### config.mk
export PLATFORM = sky130hd
export DESIGN_NAME = gpr_wb_arbiter
export DESIGN_NICKNAME = d
export VERILOG_FILES = /design/src/rtl/gpr_wb_arbiter.sv
export SDC_FILE = /design/constraint.sdc
export NUM_CORES = 1
export LEC_CHECK = 0
export BUFFER_PORTS_ARGS = -buffer_cell sky130_fd_sc_hd__buf_2
export CAP_MARGIN = 40
export CORE_ASPECT_RATIO = 1.2
export CORE_MARGIN = 10
export CORE_UTILIZATION = 35
export CTS_BUF_LIST = sky130_fd_sc_hd__clkbuf_2 sky130_fd_sc_hd__clkbuf_4 sky130_fd_sc_hd__clkbuf_8
export DETAILED_ROUTE_END_ITERATION = 12
export PLACE_DENSITY = 0.7
export SLEW_MARGIN = 20
export SYNTH_ARGS = -nofsm -noshare
export SYNTH_HDL_FRONTEND = slang
export SYNTH_SLANG_ARGS = --single-unit
### constraint.sdc
create_clock -name clk -period 6 [get_ports clk]
set_input_delay 1.2 -clock clk [delete_from_list [all_inputs] [get_ports clk]]
set_output_delay 1.2 -clock clk [all_outputs]
set_load 0.02 [all_outputs]
### src/rtl/gpr_wb_arbiter.sv
// Purpose : round-robin write-back arbiter for the single GPR write port, plus
//           a per-register pending-write (busy) scoreboard for decode stalls.
// Latency : grant is combinational in cycle N; gpr_we_/addr/data are registered
//           and drive the register file in N+1; busy clears at the end of N+1.
// Backpressure: the register file never stalls, so every granted request
//           completes in its grant cycle; losers simply keep wb_req asserted.
//
// Ports:
//   clk, reset        clock (rising edge) and asynchronous active-low reset
//   wb_req/addr/data  per-requester write-back request; slice i is requester i
//   wb_ack            one-hot combinational grant (transfer = wb_req & wb_ack)
//   gpr_we_           register file write enable, active-low, registered
//   gpr_wr_addr/data  register file write address/data, registered
//   rsv_en/rsv_addr   decode-stage destination reservation
//   busy              per-register pending-write flags, busy[0] tied to 0
module gpr_wb_arbiter #(
    parameter int NREQ   = 3,
    parameter int ADDR_W = 5,
    parameter int DATA_W = 32
) (
    input  logic                     clk,
    input  logic                     reset,
    input  logic [NREQ-1:0]          wb_req,
    input  logic [NREQ*ADDR_W-1:0]   wb_addr,
    input  logic [NREQ*DATA_W-1:0]   wb_data,
    output logic [NREQ-1:0]          wb_ack,
    output logic                     gpr_we_,
    output logic [ADDR_W-1:0]        gpr_wr_addr,
    output logic [DATA_W-1:0]        gpr_wr_data,
    input  logic                     rsv_en,
    input  logic [ADDR_W-1:0]        rsv_addr,
    output logic [(2**ADDR_W)-1:0]   busy
);

    localparam int PTR_W  = (NREQ > 1) ? $clog2(NREQ) : 1;
    localparam int NREG   = 2 ** ADDR_W;

    // ------------------------------------------------------------------
    // State
    // ------------------------------------------------------------------
    logic [PTR_W-1:0]   r_ptr;
    logic               r_we_n;
    logic [ADDR_W-1:0]  r_wr_addr;
    logic [DATA_W-1:0]  r_wr_data;
    logic [NREG-1:0]    r_busy;

    // ------------------------------------------------------------------
    // Combinational arbitration signals
    // ------------------------------------------------------------------
    logic [PTR_W-1:0]   w_cand     [NREQ];
    logic [ADDR_W-1:0]  w_addr_arr [NREQ];
    logic [DATA_W-1:0]  w_data_arr [NREQ];
    logic               w_gnt_vld;
    logic [PTR_W-1:0]   w_gnt_idx;
    logic [NREQ-1:0]    w_ack;
    logic [ADDR_W-1:0]  w_gnt_addr;
    logic [DATA_W-1:0]  w_gnt_data;
    logic [PTR_W-1:0]   w_ptr_nxt;
    logic [NREG-1:0]    w_busy_nxt;

    // Unpack the flat request buses and build the search order.
    // w_cand[k] is the k-th requester examined, i.e. (ptr + k) mod NREQ.
    // ptr < NREQ and k < NREQ, so one conditional subtract is enough.
    for (genvar k = 0; k < NREQ; k++) begin : g_req
        logic [PTR_W:0] w_sum;

        assign w_addr_arr[k] = wb_addr[k*ADDR_W +: ADDR_W];
        assign w_data_arr[k] = wb_data[k*DATA_W +: DATA_W];

        assign w_sum = {1'b0, r_ptr} + (PTR_W+1)'(k);
        assign w_cand[k] = (w_sum >= (PTR_W+1)'(NREQ))
                         ? PTR_W'(w_sum - (PTR_W+1)'(NREQ))
                         : w_sum[PTR_W-1:0];
    end

    // First requesting candidate in search order wins.
    always_comb begin
        w_gnt_vld = 1'b0;
        w_gnt_idx = '0;
        w_ack     = '0;
        for (int k = 0; k < NREQ; k++) begin
            if (!w_gnt_vld && wb_req[w_cand[k]]) begin
                w_gnt_vld = 1'b1;
                w_gnt_idx = w_cand[k];
            end
        end
        if (w_gnt_vld) begin
            w_ack[w_gnt_idx] = 1'b1;
        end
    end

    assign w_gnt_addr = w_addr_arr[w_gnt_idx];
    assign w_gnt_data = w_data_arr[w_gnt_idx];

    // Pointer moves just past the winner so it becomes lowest priority.
    always_comb begin
        w_ptr_nxt = r_ptr;
        if (w_gnt_vld) begin
            if (w_gnt_idx == PTR_W'(NREQ - 1)) begin
                w_ptr_nxt = '0;
            end else begin
                w_ptr_nxt = w_gnt_idx + 1'b1;
            end
        end
    end

    // ------------------------------------------------------------------
    // Scoreboard next state. The clear from the retiring write is applied
    // first so a same-edge reservation of that register overrides it: the
    // reservation belongs to a younger instruction whose write is still
    // outstanding.
    // ------------------------------------------------------------------
    always_comb begin
        w_busy_nxt = r_busy;
        if (!r_we_n) begin
            w_busy_nxt[r_wr_addr] = 1'b0;
        end
        if (rsv_en && (rsv_addr != '0)) begin
            w_busy_nxt[rsv_addr] = 1'b1;
        end
        w_busy_nxt[0] = 1'b0;
    end

    // ------------------------------------------------------------------
    // Sequential state
    // ------------------------------------------------------------------
    always_ff @(posedge clk or negedge reset) begin
        if (!reset) begin
            r_ptr <= '0;
        end else begin
            r_ptr <= w_ptr_nxt;
        end
    end

    // Write stage. Writes to register 0 are acknowledged and captured but
    // never enabled, so the hardwired zero register is not disturbed.
    always_ff @(posedge clk or negedge reset) begin
        if (!reset) begin
            r_we_n    <= 1'b1;
            r_wr_addr <= '0;
            r_wr_data <= '0;
        end else if (w_gnt_vld) begin
            r_we_n    <= (w_gnt_addr == '0);
            r_wr_addr <= w_gnt_addr;
            r_wr_data <= w_gnt_data;
        end else begin
            r_we_n    <= 1'b1;
        end
    end

    always_ff @(posedge clk or negedge reset) begin
        if (!reset) begin
            r_busy <= '0;
        end else begin
            r_busy <= w_busy_nxt;
        end
    end

    // ------------------------------------------------------------------
    // Outputs: only wb_ack is combinational; the write port is registered.
    // ------------------------------------------------------------------
    assign wb_ack      = w_ack;
    assign gpr_we_     = r_we_n;
    assign gpr_wr_addr = r_wr_addr;
    assign gpr_wr_data = r_wr_data;
    assign busy        = r_busy;

endmodule

==> results_dict.tcl <==
set metrics [dict create \
    status "finished clean" \
    syn_nets 561 \
    dp.cells 759 \
    setup_viol 0 \
    clockBufferDepth 2 \
    postCtsHoldBufs 0 \
    fin_setup_tns_ps 0 \
    numCtsBuffers 9 \
    synth_ff_type "dfrtp_1" \
    combPwrFrac_pct 63.6 \
    avgSynthCellArea_sq_um 9.699 \
    swShare_pct 50.15 \
    rrSetupSlack_ps 2800 \
    dr_total_vias 4208 \
    crit_path_end_kind "output pin" \
    yosysMostFrequentCell "dfrtp_1" \
    critPathLaunch "r_ptr[1]$_DFFE_PN0P_" \
    grt_pass1_vias 4526 \
    rsz0062_at_grt "no" \
    synth_commonest_cells "dfrtp_1 (70), o21ai_0 (65), nand2_1 (44)" \
    grt_max_degree 47 \
    internal-power_mw 1.819 \
    tightestPinTransition_ps 763.2 \
    drt_first_pass_iters 5 \
    max_freq_mhz 219.7 \
    synth-seq-cells 71 \
    powerDensity_nw_per_um2 665.8 \
    synth_cells 435 \
    area_delta_synth_final_pct 29.86 \
    slew_headroom_pct 49.12 \
    dieArea_sq_um 16860 \
    io-pin-count 195 \
    synth_edf_count 0 \
    p_leak_nw 2.520 \
    p_sw_mw 1.829 \
    place.port_buffers 193 \
    cap_viol_max_count 0 \
    core_area_sq_um 11670 \
    ys_seq_area_share_pct 42.14 \
    min_period_ps 4553 \
    hold_viol 0 \
    period_share_pct 75.88 \
    cts_tree "yes" \
    crit_required_ps 4800 \
    peakVddDrop_mv 0.2598 \
    grt_overflow_total 0 \
    clock-sinks 71 \
    yosys.cell_types.count 55 \
    r2r_cells 8 \
    final.fill_count 1156 \
    yosys_warnings 0 \
    critical_path_arrival_ps 3350 \
    cts.clk_slew.worst_paths_ps 80 \
    clock_power_share_pct 11.1 \
    async_flop_share_pct 100.0 \
    vias_per_cell 5.423 \
    first_iter_violations 325 \
    die_h_um 140.3 \
    r2r_start "r_ptr[1]$_DFFE_PN0P_" \
    totalPowerFinal_mw 3.648 \
    r2r_end "gpr_wr_data[21]$_DFFE_PN0P_" \
    fin_util_pct 46.93 \
    cp-endpoint "wb_ack[0]" \
    hp-class "flip-flop to flip-flop" \
    final_nets 739 \
    final_cells 776 \
    start_util_pct 36.14 \
    cts_root_buf "clkbuf_8" \
    die_x_um 120.2 \
    worstPathMaxFanout 35 \
    gp_congestion 0.9023 \
    setup.worst_path.start_class "flip-flop" \
    pwr-share-seq_pct 25.3 \
    synth_top_area_share_pct 41.52 \
    drv_slew 0 \
    critPathKind "flip-flop to output pin" \
    wl_per_cell_um 19.21 \
    antenna_left 0 \
    hpwlAfterDp_mm 11.67 \
    cts_resized 0 \
    syn-cell-area_sq_um 4219 \
    htree_levels 3 \
    yosysTopAreaCell "dfrtp_1" \
    grt_pass1_wl_mm 23.79 \
    synth_area_leaders "dfrtp_1 (42%), o21ai_0 (7.7%), a211oi_2 (7.1%)" \
    clk_latency_ps 350 \
    drc 0 \
    wl_mm 14.91 \
    grt_use_total_pct 17.37 \
    row_count 43 \
    clock_skew_ps 9.231 \
    antenna_found_initial 1 \
    drive_gt1_share_pct 44.34 \
    cts_setup_buffers 0 \
]
cells by family (layout without fill, tap and decap cells):
| kind of cell | count (synthesis) | after routing | share of synthesized area, % |
|---|---|---|---|
| AOI/OAI and AO/OA | 161 | 161 | 30.46 |
| adders and majority gates | 4 | 4 | 1.186 |
| buffers and inverters | 35 | 218 | 4.863 |
| DFF | 71 | 71 | 42.14 |
| muxes | 10 | 10 | 2.758 |
| other | 1 | 2 | 0.08888 |
| and+or+nand+nor | 153 | 153 | 18.51 |
power groups by stage:
stage                     registers, mW  logic [mW]  clock network, mW
after floorplan                    1.17        1.49                  0
after global placement            0.917        2.29                  0
after detailed placement          0.922        2.35                  0
after CTS                         0.919        2.34              0.419
after global routing              0.956        2.55              0.444
final                             0.923        2.32              0.404
metal layers:
layer	GRT usage, %	wire length (um)
met5	0	0
met4	6.552	286
met3	8.363	1829
met2	27.29	6727
met1	20.00	6062
through the flow:
stage	cell area [sq um]	setup WS (ps)	hold WS [ps]
2_1_floorplan	4219	2356	546.8
3_3_place_gp	5236	1644	460.1
3_5_place_dp	5264	1619	466.7
4_1_cts	5477	1444	487.2
5_1_grt	5477	1181	516.3
6_report	5479	1447	483.0
worst min-delay path by stage:
stage,start,end,depth (start not counted)
2_1_floorplan,r_ptr[1]$_DFFE_PN0P_,r_ptr[1]$_DFFE_PN0P_,2
3_3_place_gp,gpr_wr_data[27]$_DFFE_PN0P_,gpr_wr_data[27]$_DFFE_PN0P_,2
3_5_place_dp,gpr_wr_data[31]$_DFFE_PN0P_,gpr_wr_data[31]$_DFFE_PN0P_,2
4_1_cts,gpr_wr_data[31]$_DFFE_PN0P_,gpr_wr_data[31]$_DFFE_PN0P_,2
5_1_grt,gpr_wr_data[10]$_DFFE_PN0P_,gpr_wr_data[10]$_DFFE_PN0P_,2
6_report,gpr_wr_data[12]$_DFFE_PN0P_,gpr_wr_data[12]$_DFFE_PN0P_,2
critical path, stage by stage (launching register included):
cell and delay [ps]:
dfrtp_1 410, inv_1 110, ha_1 500, mux2_2 410, or3_4 400, nand3_4 300, nand2_4 390, and3_1 280
buf_2 160
layout make-up:
class,count,area [sq um],area share [%]
antenna,1,2.502,0.04567
multi-input combinational,329,2248,41.04
sequential,71,1778,32.45
clock inverter,4,53.80,0.9820
inverter,4,15.01,0.2740
timing repair buffer,198,1026,18.73
clock buffer,12,158.9,2.900
tap,157,196.4,3.585
registers in the layout, summed over array words and instances (netlist names):
| name | cells |
|---|---|
| gpr_wr_data | 32 |
| r_ptr | 2 |
| gpr_wr_addr | 5 |
| busy | 31 |
| gpr_we_ | 1 |
cell usage in the layout (no fill, tap or decap), drive strengths merged, types with 10 or more instances in the layout:
cell and n:
nor2 45, o31ai 29, o21ai 66, nand3b 10, buf 198, and3 30
a211oi 31, clkbuf 12, nand2 45, dfrtp 70
No activity file was read; power rests on OpenSTA's default activity.
